$ cat src/rtl/issue_queue_pkg.sv
// Shared definitions for the issue queue: payload width, field offsets used for
// pack/unpack, and the opcode constants that dispatch also decodes.
package issue_queue_pkg;

    localparam int ISSUE_PAYLOAD_W = 167;

    // Bit offsets of each field inside the stored payload word (LSB first).
    localparam int PC_LSB     = 0;    // 32 bits
    localparam int PRED_LSB   = 32;   // 32 bits
    localparam int INS_LSB    = 64;   // 32 bits
    localparam int OPC_LSB    = 96;   // 7 bits
    localparam int F3_LSB     = 103;  // 3 bits
    localparam int F7_LSB     = 106;  // 7 bits
    localparam int IMM_LSB    = 113;  // 32 bits
    localparam int SHAMT_LSB  = 145;  // 6 bits
    localparam int RS1_LSB    = 151;  // 5 bits
    localparam int RS2_LSB    = 156;  // 5 bits
    localparam int RD_LSB     = 161;  // 5 bits
    localparam int RVC_LSB    = 166;  // 1 bit

    localparam logic [6:0] OP_LUI    = 7'b0110111;
    localparam logic [6:0] OP_AUIPC  = 7'b0010111;
    localparam logic [6:0] OP_JAL    = 7'b1101111;
    localparam logic [6:0] OP_JALR   = 7'b1100111;
    localparam logic [6:0] OP_BRANCH = 7'b1100011;
    localparam logic [6:0] OP_LOAD   = 7'b0000011;
    localparam logic [6:0] OP_STORE  = 7'b0100011;
    localparam logic [6:0] OP_IMM    = 7'b0010011;
    localparam logic [6:0] OP_REG    = 7'b0110011;

endpackage

$ cat src/rtl/issue_queue_storage.sv
// Payload register array for the issue queue: one synchronous write port,
// one asynchronous read port, no reset (contents are qualified by the pointers).
module issue_queue_storage #(
    parameter int DEPTH = 16,
    parameter int W     = 167
) (
    input  logic                     clk_in,
    input  logic                     wr_en,
    input  logic [$clog2(DEPTH)-1:0] wr_addr,
    input  logic [W-1:0]             wr_data,
    input  logic [$clog2(DEPTH)-1:0] rd_addr,
    output logic [W-1:0]             rd_data
);

    logic [W-1:0] mem [DEPTH];

    always_ff @(posedge clk_in) begin
        if (wr_en) begin
            mem[wr_addr] <= wr_data;
        end
    end

    assign rd_data = mem[rd_addr];

endmodule

$ cat src/rtl/issue_queue.sv
// In-order decoupling FIFO between the issue manager and dispatch.
// Optional zero-latency empty-queue bypass is enabled by defining ISSUE_QUEUE_BYPASS_EN.
module issue_queue
    import issue_queue_pkg::*;
#(
    parameter int DEPTH      = 16,
    parameter int SKID_SLOTS = 2
) (
    input  logic        clk_in,
    input  logic        rst_in,
    input  logic        rdy_in,
    input  logic        flush_pipline,
    input  logic        is_issueing,
    input  logic [31:0] issue_PC,
    input  logic [31:0] predicted_resulting_PC,
    input  logic [31:0] full_ins,
    input  logic [6:0]  opcode,
    input  logic [2:0]  funct3,
    input  logic [6:0]  funct7,
    input  logic [31:0] imm_val,
    input  logic [5:0]  shamt_val,
    input  logic [4:0]  rs1,
    input  logic [4:0]  rs2,
    input  logic [4:0]  rd,
    input  logic        is_compressed_ins,
    output logic        issue_space_available,
    output logic        dispatch_valid,
    input  logic        dispatch_ready,
    output logic [31:0] dispatch_issue_PC,
    output logic [31:0] dispatch_predicted_resulting_PC,
    output logic [31:0] dispatch_full_ins,
    output logic [6:0]  dispatch_opcode,
    output logic [2:0]  dispatch_funct3,
    output logic [6:0]  dispatch_funct7,
    output logic [31:0] dispatch_imm_val,
    output logic [5:0]  dispatch_shamt_val,
    output logic [4:0]  dispatch_rs1,
    output logic [4:0]  dispatch_rs2,
    output logic [4:0]  dispatch_rd,
    output logic        dispatch_is_compressed_ins,
    output logic        overflow_err
);

    localparam int PTR_W = $clog2(DEPTH);
    localparam int CNT_W = PTR_W + 1;

    logic [PTR_W-1:0]           head;
    logic [PTR_W-1:0]           tail;
    logic [CNT_W-1:0]           count;
    logic [ISSUE_PAYLOAD_W-1:0] in_payload;
    logic [ISSUE_PAYLOAD_W-1:0] mem_payload;
    logic [ISSUE_PAYLOAD_W-1:0] head_payload;
    logic                       full;
    logic                       empty;
    logic                       bypass_live;
    logic                       bypass_take;
    logic                       wr_en;
    logic                       pop;
    logic [CNT_W:0]             space_sum;

    always_comb begin
        in_payload = '0;
        in_payload[PC_LSB    +: 32] = issue_PC;
        in_payload[PRED_LSB  +: 32] = predicted_resulting_PC;
        in_payload[INS_LSB   +: 32] = full_ins;
        in_payload[OPC_LSB   +: 7]  = opcode;
        in_payload[F3_LSB    +: 3]  = funct3;
        in_payload[F7_LSB    +: 7]  = funct7;
        in_payload[IMM_LSB   +: 32] = imm_val;
        in_payload[SHAMT_LSB +: 6]  = shamt_val;
        in_payload[RS1_LSB   +: 5]  = rs1;
        in_payload[RS2_LSB   +: 5]  = rs2;
        in_payload[RD_LSB    +: 5]  = rd;
        in_payload[RVC_LSB]         = is_compressed_ins;
    end

    assign full  = (count == CNT_W'(DEPTH));
    assign empty = (count == '0);

`ifdef ISSUE_QUEUE_BYPASS_EN
    assign bypass_live = empty & is_issueing & ~flush_pipline;
`else
    assign bypass_live = 1'b0;
`endif

    // Dispatch handshake: dispatch_valid is asserted whenever a head entry is
    // presented, independent of dispatch_ready; an entry transfers on any cycle
    // where both are high (and rdy_in is high), and dispatch_* stay stable while
    // dispatch_valid is high and dispatch_ready is low.
    assign dispatch_valid = (~empty & ~flush_pipline) | bypass_live;
    assign head_payload   = bypass_live ? in_payload : mem_payload;
    assign bypass_take    = bypass_live & dispatch_ready;

    // Full-queue enqueues are dropped even when a pop frees a slot this cycle.
    assign wr_en = rdy_in & ~flush_pipline & is_issueing & ~full & ~bypass_take;
    assign pop   = rdy_in & ~flush_pipline & dispatch_valid & dispatch_ready & ~empty;

    assign space_sum             = {1'b0, count} + (CNT_W+1)'(SKID_SLOTS);
    assign issue_space_available = (space_sum < (CNT_W+1)'(DEPTH)) & ~flush_pipline;

    always_ff @(posedge clk_in) begin
        if (rst_in) begin
            head         <= '0;
            tail         <= '0;
            count        <= '0;
            overflow_err <= 1'b0;
        end else if (rdy_in) begin
            if (is_issueing & full) begin
                overflow_err <= 1'b1;
            end
            if (flush_pipline) begin
                head  <= '0;
                tail  <= '0;
                count <= '0;
            end else begin
                if (wr_en) begin
                    tail <= tail + PTR_W'(1);
                end
                if (pop) begin
                    head <= head + PTR_W'(1);
                end
                count <= count + CNT_W'(wr_en) - CNT_W'(pop);
            end
        end
    end

    issue_queue_storage #(
        .DEPTH (DEPTH),
        .W     (ISSUE_PAYLOAD_W)
    ) u_storage (
        .clk_in  (clk_in),
        .wr_en   (wr_en),
        .wr_addr (tail),
        .wr_data (in_payload),
        .rd_addr (head),
        .rd_data (mem_payload)
    );

    assign dispatch_issue_PC               = head_payload[PC_LSB    +: 32];
    assign dispatch_predicted_resulting_PC = head_payload[PRED_LSB  +: 32];
    assign dispatch_full_ins               = head_payload[INS_LSB   +: 32];
    assign dispatch_opcode                 = head_payload[OPC_LSB   +: 7];
    assign dispatch_funct3                 = head_payload[F3_LSB    +: 3];
    assign dispatch_funct7                 = head_payload[F7_LSB    +: 7];
    assign dispatch_imm_val                = head_payload[IMM_LSB   +: 32];
    assign dispatch_shamt_val              = head_payload[SHAMT_LSB +: 6];
    assign dispatch_rs1                    = head_payload[RS1_LSB   +: 5];
    assign dispatch_rs2                    = head_payload[RS2_LSB   +: 5];
    assign dispatch_rd                     = head_payload[RD_LSB    +: 5];
    assign dispatch_is_compressed_ins      = head_payload[RVC_LSB];

endmodule

$ cat config.mk
export PLATFORM = sky130hd
export DESIGN_NAME = issue_queue
export DESIGN_NICKNAME = d
export VERILOG_FILES = /design/src/rtl/issue_queue_pkg.sv /design/src/rtl/issue_queue_storage.sv /design/src/rtl/issue_queue.sv
export SDC_FILE = /design/constraint.sdc
export NUM_CORES = 2
export LEC_CHECK = 0
export BUFFER_PORTS_ARGS = -buffer_cell sky130_fd_sc_hd__buf_4
export CAP_MARGIN = 10
export CELL_PAD_IN_SITES_DETAIL_PLACEMENT = 0
export CELL_PAD_IN_SITES_GLOBAL_PLACEMENT = 1
export CORE_MARGIN = 5
export CORE_UTILIZATION = 36
export CTS_BUF_LIST = sky130_fd_sc_hd__clkbuf_8
export CTS_CLUSTER_DIAMETER = 200
export DETAILED_ROUTE_END_ITERATION = 6
export GPL_ROUTABILITY_DRIVEN = 0
export PLACE_DENSITY = 0.53
export SLEW_MARGIN = 20
export SYNTH_ARGS = -nofsm -noshare
export SYNTH_HDL_FRONTEND = slang
export SYNTH_SLANG_ARGS = --single-unit
$ cat constraint.sdc
create_clock -name clk_in -period 33.4 [get_ports clk_in]
set_clock_uncertainty 0.15 [all_clocks]
set_input_delay 1.67 -clock clk_in [delete_from_list [all_inputs] [get_ports clk_in]]
set_output_delay 1.67 -clock clk_in [all_outputs]
set_load 0.02 [all_outputs]
==> impl_metrics.ini <==
[status]
status = finished clean

[min_path]
min_path_cells = 2
hold_start = overflow_err
whs_endpoint = overflow_err
hold_class = reg -> reg

[floorplan]
die_w_um = 539
die-area_sq_um = 290000
core_area_sq_um = 279000
placementRows = 194
start_util_pct = 36.1
io_pins = 343
die_h_um = 539

[setup_path]
cpMostUsedCell = buf_4
cp-end-kind = output port
crit_path_top_delay_cell = buf_4
critPathLaunchType = flip-flop
reg2reg_from = count[2]
max_stage_delay_ns = 0.90
r2r_end = u_storage.mem[0][105]
cp_cell_sequence = buf_4, buf_12, buf_4, buf_4, buf_4, mux4_2, a22oi_1, nand2_1, buf_4
worst-r2r-cell-count = 10
cp_data_arrival_time_ns = 7.56
reg2reg_slack_ns = 28.08
required_ns = 31.58
crit_type = reg -> out
cp_max_fo = 101

[finish]
final_cell_mix = edfxtp_1, mux4_2, clkbuf_8
final_area_sq_um = 116000
fin_nets = 5080
fin_util_pct = 41.6
ff_latch_area_sq_um = 80600
nFillCells = 24339
drive_gt1_share_pct = 32.3
multi_input_area_sq_um = 19000
final_common_cell = edfxtp_1
layout-area-overhead-vs-synth_pct = 15.3

[clock_tree]
root_buffer = clkbuf_8
cts_resized = 0
cts_tree = yes
cts.hold.buffers_added = 0
clock-sinks = 2690
clkLatencyLatePin_ns = 1.04
clk_pin_slew_ns = 0.06
clockBufferDepth = 4
cts_buffers = 450
cts_setup_buffers = 0
h-tree-depth = 5

[placed_design]
portBuffers = 342
placed_cell_area_sq_um = 108000
hpwl_um = 130000

[drt]
drc_errors = 0
wl_per_cell_um = 29.7
ant_nets = 0
drt_pass1_iterations = 5
via_per_inst = 5.27
finalWirelength_um = 267000
maxUsedRoutingLayer = met5
wl_met3_um = 16300
wl_met1_um = 119000
dr_wl_met2_um = 126000
drtIter0Drc = 3773
vias = 47461

[timing]
finalHoldViolCount = 0
relSlewSlack_pct = 23.4
tightest_slew_ns = 1.15
rsz0062_at_grt = false
slew_violations = 0
fin_crit_sh_pct = 28.1
fmax_mhz = 107
tns_ns = 0
setup_viol = 0
layout_min_cycle_time_ns = 9.38

[pwr]
power_leakage_nw = 36.1
ir_worst_vdd_uv = 32.2
total_power_w = 0.00653
power-per-cell-area_nw_per_um2 = 56.2

[synth]
ys_ff_latch = 2690
syn_avg_cell_area_sq_um = 23.9
synth_cell_types = 42
synth_nets = 4409
synth_edf_count = 2672
async_flop_share_pct = 0
yosys_warnings = 0
netlist_instances = 4221
synth_top_flop_cell = edfxtp_1
netlist_area_sq_um = 101000
ys_seq_area_share_pct = 80.1

[global_routing]
grt_overflow = 0
grt_first_pass_wirelength_um = 379000
grt_pass1_vias = 51061
grt_max_degree = 102
grt_usage_pct = 18.0
grt_antenna_before_repair = 48

[flow_run]
maxCapViolations = 0
## Yosys cell counts, types with 2 or more instances
cell / count / area [sq um]
buf_4: 33 / 248
a21oi_1: 7 / 35.0
nand3_1: 5 / 25.0
and2_1: 11 / 68.8
ha_1: 14 / 175
inv_2: 2 / 7.51
nor3_1: 7 / 35.0
o2111ai_1: 2 / 17.5
buf_1: 17 / 63.8
nor2b_1: 6 / 37.5
buf_6: 15 / 169
dfxtp_1: 18 / 360
inv_1: 10 / 37.5
nor2_1: 61 / 229
a22oi_1: 241 / 1810
and3_1: 5 / 31.3
mux4_2: 668 / 15000
a31oi_1: 2 / 12.5
or2_1: 2 / 12.5
xnor2_1: 3 / 26.3
o211ai_1: 4 / 30.0
nand2_1: 135 / 507
edfxtp_1: 2672 / 80200
clkbuf_1: 118 / 443
o22ai_1: 94 / 588
o311ai_1: 2 / 17.5
buf_2: 45 / 225
nand2b_1: 7 / 43.8
nand4_1: 2 / 12.5
## cell families after synthesis
| group | Yosys count | synth area share [%] |
|---|---|---|
| flip-flops | 2690 | 80.1 |
| multiplexers | 668 | 14.9 |
| AO/OA/AOI/OAI | 357 | 2.53 |
| AND/OR/NAND/NOR | 248 | 1.07 |
| buffers and inverters | 240 | 1.19 |
| adder cells (fa/ha/maj) | 15 | 0.194 |
| XOR/XNOR | 3 | 0.0261 |
## layout make-up
| cell class | count | area share [%] |
|---|---|---|
| Antenna cell | 24 | 0.0518 |
| Tap cell | 3724 | 4.02 |
| Clock inverter | 371 | 1.70 |
| Multi-Input combinational cell | 1291 | 16.4 |
| Sequential cell | 2690 | 69.5 |
| Timing Repair Buffer | 447 | 3.00 |
| Clock buffer | 453 | 5.37 |
| Inverter | 12 | 0.0388 |
## worst max path at each step
| stage | from | to | cells after the start |
|---|---|---|---|
| after global routing | flip-flop | dispatch_imm_val[26] | 9 |
| after global placement | flip-flop | dispatch_imm_val[26] | 9 |
| final | flip-flop | dispatch_imm_val[26] | 9 |
| after floorplan | flush_pipline | u_storage.mem[4][0] | 4 |
| after detailed placement | flip-flop | dispatch_imm_val[26] | 9 |
| after CTS | flip-flop | dispatch_imm_val[26] | 9 |
## power breakdown
part,switching [W],internal [W]
sequential,0.00000202,0.00372
clock,0.00134,0.00135
combinational,0.0000786,0.0000370
## through the flow
stage | worst slack (ns) | std cells | hold WS (ns)
finish | 24.02 | 9012 | 0.334
global route | 23.02 | 8996 | 0.390
CTS | 23.42 | 8987 | 0.342
detailed placement | 24.69 | 8163 | 0.318
global placement | 24.70 | 8163 | 0.308
floorplan | 18.81 | 4221 | 0.327
## per-layer routing
metal,vias to the layer above,global-route usage [%]
li1,19691,-
met1,25862,25.5
met2,1397,28.4
met3,481,4.06
met4,30,4.20
met5,-,0
## worst max-delay path: cells and delay by family, from the launching register on
family,cells,cell delay [ns]
buffers and inverters,6,4.26
DFF,1,0.85
muxes,1,0.61
AOI/OAI and AO/OA,1,0.22
and+or+nand+nor,1,0.17
## state kept, by name, indices dropped and copies added (netlist names), named ones only
signal         flops
overflow_err       1
head               4
tail               4
u_storage.mem   2672
count              5
Note: power is estimated with default switching activity, not from simulation.
